`config.mk`:
```
export PLATFORM = sky130hd
export DESIGN_NAME = ret_addr_stack_ctrl_flat
export DESIGN_NICKNAME = d
export VERILOG_FILES = /design/src/rtl/ret_addr_stack_if.sv /design/src/rtl/ret_addr_stack_ctrl.sv /design/src/flat_wrapper.sv
export SDC_FILE = /design/constraint.sdc
export NUM_CORES = 1
export LEC_CHECK = 0
export ABC_CLOCK_PERIOD_IN_PS = 11650
export BUFFER_PORTS_ARGS = -buffer_cell sky130_fd_sc_hd__clkbuf_2
export CORE_MARGIN = 2
export CORE_UTILIZATION = 40
export CTS_BUF_LIST = sky130_fd_sc_hd__clkbuf_4 sky130_fd_sc_hd__clkbuf_8
export DETAILED_ROUTE_END_ITERATION = 7
export PLACE_DENSITY = 0.57
export SLEW_MARGIN = 40
export SYNTH_ARGS = -nofsm -noshare
export SYNTH_HDL_FRONTEND = slang
export SYNTH_SLANG_ARGS = --single-unit
```
`constraint.sdc`:
```
create_clock -name clk -period 11.65 [get_ports clk]
set_clock_uncertainty 0.15 [all_clocks]
set_input_delay 1.7475 -clock clk [delete_from_list [all_inputs] [get_ports clk]]
set_output_delay 1.7475 -clock clk [all_outputs]
set_load 0.1 [all_outputs]
```
`src/rtl/ret_addr_stack_if.sv`:
```
// Bundle of control-unit <-> return-address-stack signals.
// The control unit drives requests (master); the stack answers (slave).
interface ret_addr_stack_if #(
    parameter int DATA_W = 32,
    parameter int PTR_W  = 3
);
    logic              push;
    logic              pop;
    logic [DATA_W-1:0] push_data;
    logic              flush;
    logic              clr_err;
    logic [DATA_W-1:0] pop_data;
    logic              pop_valid;
    logic [DATA_W-1:0] top;
    logic [PTR_W:0]    count;
    logic              empty;
    logic              full;
    logic              ovf_err;
    logic              unf_err;

    modport master (
        output push, pop, push_data, flush, clr_err,
        input  pop_data, pop_valid, top, count, empty, full, ovf_err, unf_err
    );

    modport slave (
        input  push, pop, push_data, flush, clr_err,
        output pop_data, pop_valid, top, count, empty, full, ovf_err, unf_err
    );
endinterface

```
`src/rtl/ret_addr_stack_ctrl.sv`:
```
// Return-address stack for the multicycle CPU: push on JAL (StW), pop on
// stop-bit return (StR), with saturating pointer and sticky error flags.
module ret_addr_stack_ctrl #(
    parameter int DEPTH  = 8,
    parameter int DATA_W = 32,
    parameter int PTR_W  = 3
) (
    input  logic            clk,
    input  logic            rst_n,
    ret_addr_stack_if.slave bus
);

    localparam logic [1:0] ST_EMPTY   = 2'd0;
    localparam logic [1:0] ST_PARTIAL = 2'd1;
    localparam logic [1:0] ST_FULL    = 2'd2;

    localparam logic [PTR_W:0] DEPTH_C = (PTR_W+1)'(DEPTH);

    logic [DATA_W-1:0] mem_q [DEPTH];

    logic [PTR_W:0]    count_q, count_d;
    logic [DATA_W-1:0] pop_data_q, pop_data_d;
    logic              pop_valid_q, pop_valid_d;
    logic              ovf_err_q, ovf_err_d;
    logic              unf_err_q, unf_err_d;

    logic              mem_we;
    logic [PTR_W-1:0]  mem_waddr;
    logic [DATA_W-1:0] mem_wdata;

    logic [1:0]        state;
    logic [PTR_W:0]    count_m1;
    logic [PTR_W-1:0]  top_idx;
    logic [PTR_W-1:0]  free_idx;

    // State is decoded from the pointer; there is no separate state register.
    assign state    = (count_q == '0)      ? ST_EMPTY :
                      (count_q == DEPTH_C) ? ST_FULL  : ST_PARTIAL;
    assign count_m1 = count_q - 1'b1;
    assign top_idx  = count_m1[PTR_W-1:0];
    assign free_idx = count_q[PTR_W-1:0];

    always_comb begin
        // NOTE: every output of this block gets a default first so no path
        // leaves a value unassigned, which would otherwise infer a latch.
        count_d     = count_q;
        pop_data_d  = pop_data_q;
        pop_valid_d = 1'b0;
        ovf_err_d   = bus.clr_err ? 1'b0 : ovf_err_q;
        unf_err_d   = bus.clr_err ? 1'b0 : unf_err_q;
        mem_we      = 1'b0;
        mem_waddr   = top_idx;
        mem_wdata   = bus.push_data;

        if (bus.flush) begin
            count_d = '0;
        end else begin
            unique case ({bus.push, bus.pop})
                2'b11: begin
                    pop_valid_d = 1'b1;
                    if (state == ST_EMPTY) begin
                        pop_data_d = bus.push_data;
                    end else begin
                        // Replace-top: old top leaves, new address takes its slot.
                        pop_data_d = mem_q[top_idx];
                        mem_we     = 1'b1;
                    end
                end
                2'b10: begin
                    if (state == ST_FULL) begin
                        ovf_err_d = 1'b1;
                    end else begin
                        mem_we    = 1'b1;
                        mem_waddr = free_idx;
                        count_d   = count_q + 1'b1;
                    end
                end
                2'b01: begin
                    pop_valid_d = 1'b1;
                    if (state == ST_EMPTY) begin
                        pop_data_d = '0;
                        unf_err_d  = 1'b1;
                    end else begin
                        pop_data_d = mem_q[top_idx];
                        count_d    = count_m1;
                    end
                end
                default: ;
            endcase
        end
    end

    // NOTE: sequential state uses non-blocking assignments so every flop
    // samples pre-edge values regardless of statement order.
    always_ff @(posedge clk or negedge rst_n) begin
        if (!rst_n) begin
            count_q     <= '0;
            pop_data_q  <= '0;
            pop_valid_q <= 1'b0;
            ovf_err_q   <= 1'b0;
            unf_err_q   <= 1'b0;
        end else begin
            count_q     <= count_d;
            pop_data_q  <= pop_data_d;
            pop_valid_q <= pop_valid_d;
            ovf_err_q   <= ovf_err_d;
            unf_err_q   <= unf_err_d;
        end
    end

    // NOTE: the storage array is deliberately not reset; entries above the
    // pointer are never observed, so a reset would only cost a wide clear.
    always_ff @(posedge clk) begin
        if (mem_we) begin
            mem_q[mem_waddr] <= mem_wdata;
        end
    end

    assign bus.pop_data  = pop_data_q;
    assign bus.pop_valid = pop_valid_q;
    assign bus.top       = (state == ST_EMPTY) ? '0 : mem_q[top_idx];
    assign bus.count     = count_q;
    assign bus.empty     = (state == ST_EMPTY);
    assign bus.full      = (state == ST_FULL);
    assign bus.ovf_err   = ovf_err_q;
    assign bus.unf_err   = unf_err_q;

endmodule
```
`src/flat_wrapper.sv`:
```
// flat-port wrapper written by rule: the top's interface ports become plain ports
module ret_addr_stack_ctrl_flat 
#(
    parameter int DEPTH  = 8,
    parameter int DATA_W = 32,
    parameter int PTR_W  = 3
)
  (clk, rst_n, bus_push, bus_pop, bus_push_data, bus_flush, bus_clr_err, bus_pop_data, bus_pop_valid, bus_top, bus_count, bus_empty, bus_full, bus_ovf_err, bus_unf_err);
  ret_addr_stack_if #(.DATA_W(DATA_W), .PTR_W(PTR_W)) bus_i ();
  input  logic clk;
  input  logic rst_n;
  input wire logic [$bits(bus_i.push)-1:0] bus_push;
  input wire logic [$bits(bus_i.pop)-1:0] bus_pop;
  input wire logic [$bits(bus_i.push_data)-1:0] bus_push_data;
  input wire logic [$bits(bus_i.flush)-1:0] bus_flush;
  input wire logic [$bits(bus_i.clr_err)-1:0] bus_clr_err;
  output wire logic [$bits(bus_i.pop_data)-1:0] bus_pop_data;
  output wire logic [$bits(bus_i.pop_valid)-1:0] bus_pop_valid;
  output wire logic [$bits(bus_i.top)-1:0] bus_top;
  output wire logic [$bits(bus_i.count)-1:0] bus_count;
  output wire logic [$bits(bus_i.empty)-1:0] bus_empty;
  output wire logic [$bits(bus_i.full)-1:0] bus_full;
  output wire logic [$bits(bus_i.ovf_err)-1:0] bus_ovf_err;
  output wire logic [$bits(bus_i.unf_err)-1:0] bus_unf_err;
  assign bus_i.push = bus_push;
  assign bus_i.pop = bus_pop;
  assign bus_i.push_data = bus_push_data;
  assign bus_i.flush = bus_flush;
  assign bus_i.clr_err = bus_clr_err;
  assign bus_pop_data = bus_i.pop_data;
  assign bus_pop_valid = bus_i.pop_valid;
  assign bus_top = bus_i.top;
  assign bus_count = bus_i.count;
  assign bus_empty = bus_i.empty;
  assign bus_full = bus_i.full;
  assign bus_ovf_err = bus_i.ovf_err;
  assign bus_unf_err = bus_i.unf_err;
  ret_addr_stack_ctrl #(.DEPTH(DEPTH), .DATA_W(DATA_W), .PTR_W(PTR_W)) u_core (.clk(clk), .rst_n(rst_n), .bus(bus_i));
endmodule
```
After elaboration in Yosys (flattened, before gate mapping)
Memories as Yosys holds them, arrays and structs flattened.
Index checks and enable logic that the tools add are counted.

operators by class
  bitwise logic cells = 1
  equal/unequal tests = 7
  multiplexer cells = 28
  add/subtract/negate cells = 2
  reduce and logical (&&, ||, !) cells = 7

operators by type and width
  operator                                          number
  2-to-1 mux 32 bit                                 2
  case mux 32 bit (2 select lines)                  1
  2-to-1 mux 1 bit                                  15
  2-to-1 mux 4 bit                                  3
  2-to-1 mux 3 bit                                  3
  case mux 4 bit (2 select lines)                   1
  == test 2 bit, second input constant              3
  != test 3 bit, second input constant              2
  adder 4 x 1 -> 4 bit, second input constant       1
  == test 4 bit, second input constant              1
  logical NOT 4 bit                                 1
  2-to-1 mux 2 bit                                  2
  subtractor 4 x 1 -> 4 bit, second input constant  1
  AND reduction 3 bit                               1
  nonzero test 3 bit                                1
  == test 2 x 1 -> 1 bit, second input constant     1
  logical NOT 2 bit                                 1
  case mux 1 bit (2 select lines)                   1
  AND reduction 2 bit                               1
  nonzero test 2 bit                                1
  OR reduction 2 bit                                1
  NOT 1 bit                                         1

word-level totals
  memories kept = 1
  memory bits (writable) = 256
  register bits = 39
  input port bits = 38
  output and inout bits = 73
  logic and storage cells = 51

memories
  memory        words  width  rd ports  clocked after memory_dff  write ports  RTL line                   RTL
  u_core.mem_q  8      32     1         0                         1            ret_addr_stack_ctrl.sv:19  logic [DATA_W-1:0] mem_q [DEPTH];

Depth between registers and ports, before layout
Gate-level depths: netlist of run 1.

  word-level depth = 9
  depth in mapped cells = 10
  mapped depth without buffers = 7

Worst setup path after synthesis of run 1
OpenSTA, ideal clock, no wires.

  path type = input port to flip-flop
  start = input bus_pop
  end = memory u_core.mem_q[3][0], enable pin
  path buffers = 0
  setup slack = 6.283 ns
  setup time = 0.461 ns
  arrival = 4.756 ns
  required time = 11.039 ns
  stages = 4
  cell sequence = or3b_1 o21ai_0 o21ai_1 nor3_1

between the ends
  longest elaborated chain between the ends = 5
  elaborated cells on any way between the ends = 8
  those cells by class = eq/ne: 2; mux: 6

RTL lines
  element                                 RTL line                    RTL
  start: declaration                      flat_wrapper.sv:13          input wire logic [$bits(bus_i.pop)-1:0] bus_pop;
  == test 2 bit                           ret_addr_stack_ctrl.sv:58   unique case ({bus.push, bus.pop})
  case mux 1 bit (2 select lines)         ret_addr_stack_ctrl.sv:58
  2-to-1 mux 1 bit                        ret_addr_stack_ctrl.sv:55   if (bus.flush) begin
  2-to-1 mux 1 bit                        ret_addr_stack_ctrl.sv:114  if (mem_we) begin
  2-to-1 mux 1 bit (implied by the code)  ret_addr_stack_ctrl.sv:115  mem_q[mem_waddr] <= mem_wdata;
  end: declaration                        ret_addr_stack_ctrl.sv:19

Several ways; a longest one is shown, not always the timed one.

Worst setup path in the final report of run 1
  start = register u_core.count_q[0], in the netlist u_core.bus.count[0]
  end = output bus_top[19]

between the ends
  longest elaborated chain between the ends = 5
  elaborated cells on any way between the ends = 8
  those cells by class = add/sub: 1; eq/ne: 1; mux: 3; reduce/logical: 2; memory: 1

RTL lines
  element                                                                      RTL line                    RTL
  start: declaration                                                           ret_addr_stack_ctrl.sv:21   logic [PTR_W:0] count_q, count_d;
  start signal: assignment                                                     ret_addr_stack_ctrl.sv:103  count_q <= count_d;
  parallel branches: the longest is 4 deep, another holds memory (8 x 32 bit)  --
  2-to-1 mux 32 bit *                                                          ret_addr_stack_ctrl.sv:121  assign bus.top = (state == ST_EMPTY) ? '0 : mem_q[top_idx];
  end: declaration                                                             flat_wrapper.sv:19          output wire logic [$bits(bus_i.top)-1:0] bus_top;

Every way passes the cells marked *.

==> results of run 1 <==
## cells in the final DEF, fill, tap and decap left out, types with 2 or more instances in the layout
cell,count
nor2_4,7
mux2i_1,2
clkbuf_8,56
o22a_1,32
mux4_2,64
a31oi_1,2
or3b_1,2
inv_1,7
nor3_2,2
a21bo_2,32
and2_1,2
nor2_1,2
a32o_2,11
buf_4,12
clkbuf_4,23
nand2b_4,2
nor3_1,3
clkbuf_2,110
clkinv_2,4
buf_12,2
a32o_1,22
o211ai_1,2
edfxtp_1,256
clkinv_1,6
nand2_1,2
o21ai_0,4
nor2b_1,3
dfrtp_1,38
## flip-flops by register name (all words and copies together), names as in the netlist
name,count
u_core.mem_q,256
u_core.bus.count,4
u_core.bus.pop_data,32
u_core.bus.unf_err,1
u_core.bus.pop_valid,1
u_core.bus.ovf_err,1
## logic make-up (layout without fill, tap and decap cells)
kind of cell,Yosys count,in the layout,synth area share
XOR/XNOR,2,2,0.00150
AO/OA/AOI/OAI,113,113,0.0902
multiplexers,67,67,0.126
AND/OR/NAND/NOR,32,32,0.0155
flip-flops,295,295,0.743
adder cells (fa/ha/maj),2,2,0.00215
buffers and inverters,46,225,0.0214
## layout make-up
class,instances,area (sq um),share of cell area
Clock buffer,79,943,0.0685
Clock inverter,12,80.1,0.00581
Inverter,7,26.3,0.00191
Multi-Input combinational cell,216,2850,0.207
Sequential cell,295,8670,0.629
Tap cell,384,480,0.0349
Timing Repair Buffer,127,734,0.0533
## layer usage
metal  track usage  vias up
met5             0        -
met2         0.290      255
met1         0.246     3316
met4        0.0500        0
met3        0.0309       37
li1              -     2649
## power by group through the flow
stage / Sequential, uW / Clock, uW / Combinational [uW]
2_1_floorplan: 1650 / 0 / 795
3_3_place_gp: 1370 / 0 / 1330
3_5_place_dp: 1390 / 0 / 1360
4_1_cts: 1360 / 950 / 1360
5_1_grt: 1380 / 996 / 1400
6_report: 1360 / 924 / 1350
## critical path: cells and delay by family, from the launching register on
kind | cells | cell delay, ns
fa+ha+maj | 1 | 0.24
flops | 1 | 0.72
buf+inv | 2 | 0.70
compound gates | 1 | 0.32
simple gates | 2 | 0.99
## per-stage QoR
stage / util / std cells / worst slack (ns) / total power [uW]
6_report: 0.480 / 1120 / 6.22 / 3630
5_1_grt: 0.480 / 1120 / 6.07 / 3770
4_1_cts: 0.480 / 1120 / 5.88 / 3680
3_5_place_dp: 0.444 / 1029 / 6.50 / 2740
3_3_place_gp: 0.441 / 1025 / 6.27 / 2700
2_1_floorplan: - / 557 / 6.28 / 2450
## final timing paths
kind / depth (start not counted) / to / slack, ns
min in group asynchronous: 2 / u_core.bus.pop_data[3] / 1.15
worst min-delay path: 1 / u_core.bus.pop_data[13] / 0.35
worst min register to register: 1 / u_core.bus.pop_data[13] / 0.35
worst max-delay path: 6 / bus_top[19] / 6.22
max in group asynchronous: 2 / u_core.bus.count[0] / 9.71
worst max register to register: 8 / u_core.mem_q[6][17] / 8.15
==> results.md, run 1 <==
- Result of the run: completed
- Flop pwr share: 0.375
- I/O pins: 111
- Clock buffer depth: 3
- FP Rows: 62
- Hold Vio Cnt, Final: 0
- Placement Cell Area: 12700 sq um
- Syn_area_per_cell: 20.9 sq um
- Setup bufs post-CTS: 0
- Slew Limit Fails: 0
- Fmax: 184 MHz
- Min Clock Period, post-route: 5.43 ns
- Critical path class: register to output port
- Worst-Margin Slew: 0.730 ns
- Worst-path clk slew: 0.06 ns
- Drt wl/cell: 23.7 microns
- Final Setup Violations: 0
- Internal power: 2160 uW
- Yosys top cell by area: edfxtp_1
- Power share of the combinational group: 0.370
- Slowest CP cell: dfrtp_4
- Rel. slew slack: 0.513
- Syn nets: 597
- Clock share of power: 0.255
- CTS Hold Buffers Added: 0
- Starting Density: 0.406
- RSZ-0062 raised after global routing: false
- Post-CTS sizing: 0
- Global Route Usage Sum: 0.177
- Area delta synth->final: 18.2%
- CP Launch Point: u_core.bus.count[0]
- Req. time, crit path: 9.75 ns
- Vias in the first global route: 6608
- Mapped Area: 11700 sq um
- Reg2reg start: u_core.bus.count[0]
- Async S/R FF share, synth: 0.132
- VDD IR max: 0.203 mV
- DRT Wirelength: 26600 microns
- Number of flops mapped to enable cells by yosys: 256
- Die ar.: 30500 sq um
- Setup crit end kind: output port
- Setup TNS: 0 ns
- PortBufs: 110
- Largest cells by area after synthesis: edfxtp_1, mux4_2, dfrtp_1
- RD Place Congestion: 0.695
- Startpoint Class: register
- Fillers: 2456
- Pin count of the biggest net entering global routing: 54
- CTS tree: built
- Nets: 736
- Inserted Clock Buffers: 49
- Number of DRC markers in iteration 0: 531
- # DRC: 0
- CP Cell Sequence: inv_1 > ha_4 > nand2b_4 > nand2_4 > a32o_1 > clkbuf_2
- DIE HEIGHT: 175 microns
- Unique masters post-synth: 42
- Total global routing overflow: 0
- Area of the core: 28700 sq um
- NetSw: 1470 uW
- Clk sinks: 295
- CTS root buffer: clkbuf_8
- Hold Slack: 0.354 ns
- Layout cells sized above 1: 0.457
- Detailed-route via count: 6257
- Die X: 175 microns
- Switching part of the total: 0.404
- First-pass GRT wire length: 40400 microns
- #FFs+latches synth: 295
- Initial antenna violation count: 0
- Yosys warning count: 0
- Max-cap violations: 0
- Power Dens Cells: 264 nW/um^2
- Vias per Instance: 5.59
- Critical Path Max Stage Delay: 0.72 ns
- Worst EP arrival: 3.54 ns
- Pleak: 0.00483 uW
- Fin area: 13800 sq um
- Routed wl met3: 1560 microns
- Min-delay src: u_core.bus.pop_data[13]
- DR top layer: met4
- Met1 WL: 11500 microns
- Top FF cell, synth: edfxtp_1
- Final ANT Viol Nets: 0
- Critical path fanouts, max: 33
- Worst hold path class: register to register
- Htree depth: 2
- Yosys top cell area share: 0.659
- DPL Wire Length: 15600 microns
- Clock latency on the worst-skew pair: 0.56 ns
- Sequential area share after synthesis: 0.743
- Most frequent cell after synthesis: edfxtp_1
- WL met2: 13100 microns
- Synth cell count leaders: edfxtp_1, mux4_2, dfrtp_1, a21bo_2, o22a_1
- Tcrit/Tclk final: 0.466
- Drt first pass iters: 5
- Synthesized instance count: 557
- Ant diodes: 0
Note: power is estimated with default switching activity, not from simulation.
==> run 2: changes to the inputs <==
--- a/config.mk
+++ b/config.mk
@@ -5,13 +5,13 @@
 export SDC_FILE = /design/constraint.sdc
 export NUM_CORES = 1
 export LEC_CHECK = 0
-export ABC_CLOCK_PERIOD_IN_PS = 11650
+export ABC_CLOCK_PERIOD_IN_PS = 4400
 export BUFFER_PORTS_ARGS = -buffer_cell sky130_fd_sc_hd__clkbuf_2
 export CORE_MARGIN = 2
 export CORE_UTILIZATION = 40
 export CTS_BUF_LIST = sky130_fd_sc_hd__clkbuf_4 sky130_fd_sc_hd__clkbuf_8
 export DETAILED_ROUTE_END_ITERATION = 7
-export PLACE_DENSITY = 0.57
+export PLACE_DENSITY = 0.59
 export SLEW_MARGIN = 40
 export SYNTH_ARGS = -nofsm -noshare
 export SYNTH_HDL_FRONTEND = slang
==> constraint.sdc (replaced) <==
create_clock -name clk -period 4.4 [get_ports clk]
set_clock_uncertainty 0.15 [all_clocks]
set_input_delay 0.66 -clock clk [delete_from_list [all_inputs] [get_ports clk]]
set_output_delay 0.66 -clock clk [all_outputs]
set_load 0.1 [all_outputs]
==> run 2 against run 1 <==
Utilization increased by 1.4 points. Sequential power rose to 2.6 times the previous value. Cell area increased by 3.0%. Largest power group is now combinational logic. Global-route usage is 0.28 points lower. Sequential share of layout area down 1.8 points. First-iteration DRC count is 9.6% lower. Count of clock-buffer cells in the layout is 16 lower. Critical path depth stayed put. Via count is 0.50% lower.
==> results.md, run 2 (synthesis results as in run 1) <==
- Reg2reg setup slack: 1.02 ns (-7.13 ns)
- Detailed-route via count: 6226 (-0.50%)
- FP Rows: 62 (unchanged)
- Startpoint Class: register
- Inserted Clock Buffers: 49 (unchanged)
- Initial antenna violation count: 0 (unchanged)
- Worst EP arrival: 3.20 ns (-0.34 ns)
- Internal power: 5940 uW (+170%)
- Hold Slack: 0.0708 ns (-0.284 ns)
- Most frequent cells in the layout: edfxtp_1, clkbuf_2, mux4_2
- DRT Wirelength: 26200 microns (-1.2%)
- Final setup margin: 0.395 ns (-5.82 ns)
- RSZ-0062 raised after global routing: false
- Critical path class: register to output port
- Total global routing overflow: 0 (unchanged)
- Min Clock Period, post-route: 4.01 ns
- Clock buffer depth: 3 (unchanged)
- Fin cells: 1122 (+0.18%)
- Reg2reg end: u_core.mem_q[0][30]
- NetSw: 3950 uW (+170%)
- Post-CTS sizing: 0 (unchanged)
- Power share of the combinational group: 0.406 (+0.036)
- Area of the core: 28700 sq um (unchanged)
- Tcrit/Tclk final: 0.910
- Final Setup Violations: 0 (unchanged)
- Most common cell after layout, fill and taps aside: edfxtp_1
- Slew Limit Fails: 0 (unchanged)
- Area delta synth->final: 21.7%
- Layout cells sized above 1: 0.440 (-0.0161)
- Starting Density: 0.406 (unchanged)
- CTS tree: built
- First-pass GRT wire length: 39800 microns (-1.5%)
- Drt wl/cell: 23.4 microns (-1.4%)
- Die X: 175 microns (unchanged)
- Hold Vio Cnt, Final: 0 (unchanged)
- Fmax: 250 MHz
- CTS root buffer: clkbuf_8
- Pleak: 0.00491 uW (+1.7%)
- Nets: 740 (+0.54%)
- # DRC: 0 (unchanged)
- Clock latency on the worst-skew pair: 0.56 ns (about the same)
- Reg2reg start: u_core.bus.count[0]
- Drt first pass iters: 5 (unchanged)
- Max FFs per register: 256 (unchanged)
- Pin count of the biggest net entering global routing: 66 (+22%)
- Dpl ws: 0.927 ns (-5.57 ns)
- VDD IR max: 0.416 mV (+100%)
- DIE HEIGHT: 175 microns (unchanged)
- PortBufs: 110 (unchanged)
- Final ANT Viol Nets: 0 (unchanged)
- Worst-Margin Slew: 0.745 ns (+0.0152 ns)
- Placed Cells: 1033 (+0.39%)
- Critical path fanouts, max: 38 (+15%)
- RD Place Congestion: 0.745 (+7.2%)
- I/O pins: 111 (unchanged)
- Ant diodes: 0 (unchanged)
- Htree depth: 2 (unchanged)
- R2R cell count: 7 (-1)
- Die ar.: 30500 sq um (unchanged)
- Setup TNS: 0 ns (unchanged)
- Worst hold path class: input pin to async pin
- Clock share of power: 0.230 (-0.025)
- Clk sinks: 295 (unchanged)
- Register area: 8670 sq um (unchanged)
- Result of the run: completed
- Setup crit end kind: output port
- Register name with the most flops: u_core.mem_q
- Vias in the first global route: 6579 (-0.44%)
- Flop pwr share: 0.364 (-0.011)
- Power Dens Cells: 697 nW/um^2 (+160%)
- Setup bufs post-CTS: 0 (unchanged)
- CTS Hold Buffers Added: 0 (unchanged)
- DPL Wire Length: 15000 microns (-4.0%)
- Rel. slew slack: 0.501 (-0.0119)
- Req. time, crit path: 3.59 ns (-6.16 ns)
- Max-cap violations: 0 (unchanged)
- Worst-path clk slew: 0.06 ns (about the same)
- Number of DRC markers in iteration 0: 480 (-9.6%)
- Multi-input logic area: 2840 sq um (-0.35%)
- Switching part of the total: 0.400 (-0.00455)
- Vias per Instance: 5.55 (-0.67%)
- Global Route Usage Sum: 0.174 (-0.00278)
- Fillers: 2385 (-2.9%)
-- run 2: through the flow --
step           area, sq um  total power [uW]   util
6_report             14200              9890  0.494
5_1_grt              14200             10300  0.494
4_1_cts              14200             10000  0.494
3_5_place_dp         13300              7710  0.462
3_3_place_gp         13200              7620  0.460
2_1_floorplan        11700              6480      -
-- run 2: how the worst max path moves through the flow --
stage / start / endpoint / slack, ns / depth (start not counted)
3_3_place_gp: u_core.bus.count[0] / bus_top[7] / 0.83 / 5
5_1_grt: u_core.bus.count[0] / bus_top[19] / 0.23 / 6
3_5_place_dp: u_core.bus.count[0] / bus_top[20] / 0.93 / 6
4_1_cts: u_core.bus.count[0] / bus_top[17] / 0.32 / 6
2_1_floorplan: u_core.bus.count[0] / u_core.mem_q[3][0] / -0.85 / 10
6_report: u_core.bus.count[0] / bus_top[20] / 0.39 / 6
-- run 2: cell type report --
class | instances | area share
clock buffer | 63 | 0.0554
clock inverter | 26 | 0.00979
inverter | 7 | 0.00185
multi-input combinational | 216 | 0.200
sequential | 295 | 0.611
tap | 384 | 0.0339
timing repair buffer | 131 | 0.0884
-- run 2: power groups by stage --
stage	clock network, uW	registers (uW)	logic, uW
2_1_floorplan	0	4370	2110
3_3_place_gp	0	3630	3980
3_5_place_dp	0	3660	4050
4_1_cts	2340	3600	4060
5_1_grt	2460	3640	4170
6_report	2270	3600	4020
-- run 2: worst max-delay path, stage by stage, from the launching register on --
cell and delay, ns:
dfrtp_4 0.64, inv_1 0.17, ha_4 0.63, buf_12 0.32
mux4_2 0.34, a32o_1 0.33, buf_12 0.19
-- run 2: metal layers --
metal  GRT usage  wire (microns)  vias up
li1            -               -     2653
met1       0.238           11500     3329
met2       0.285           12900      198
met3      0.0324            1280       46
met4      0.0569             557        0
met5           0               0        -
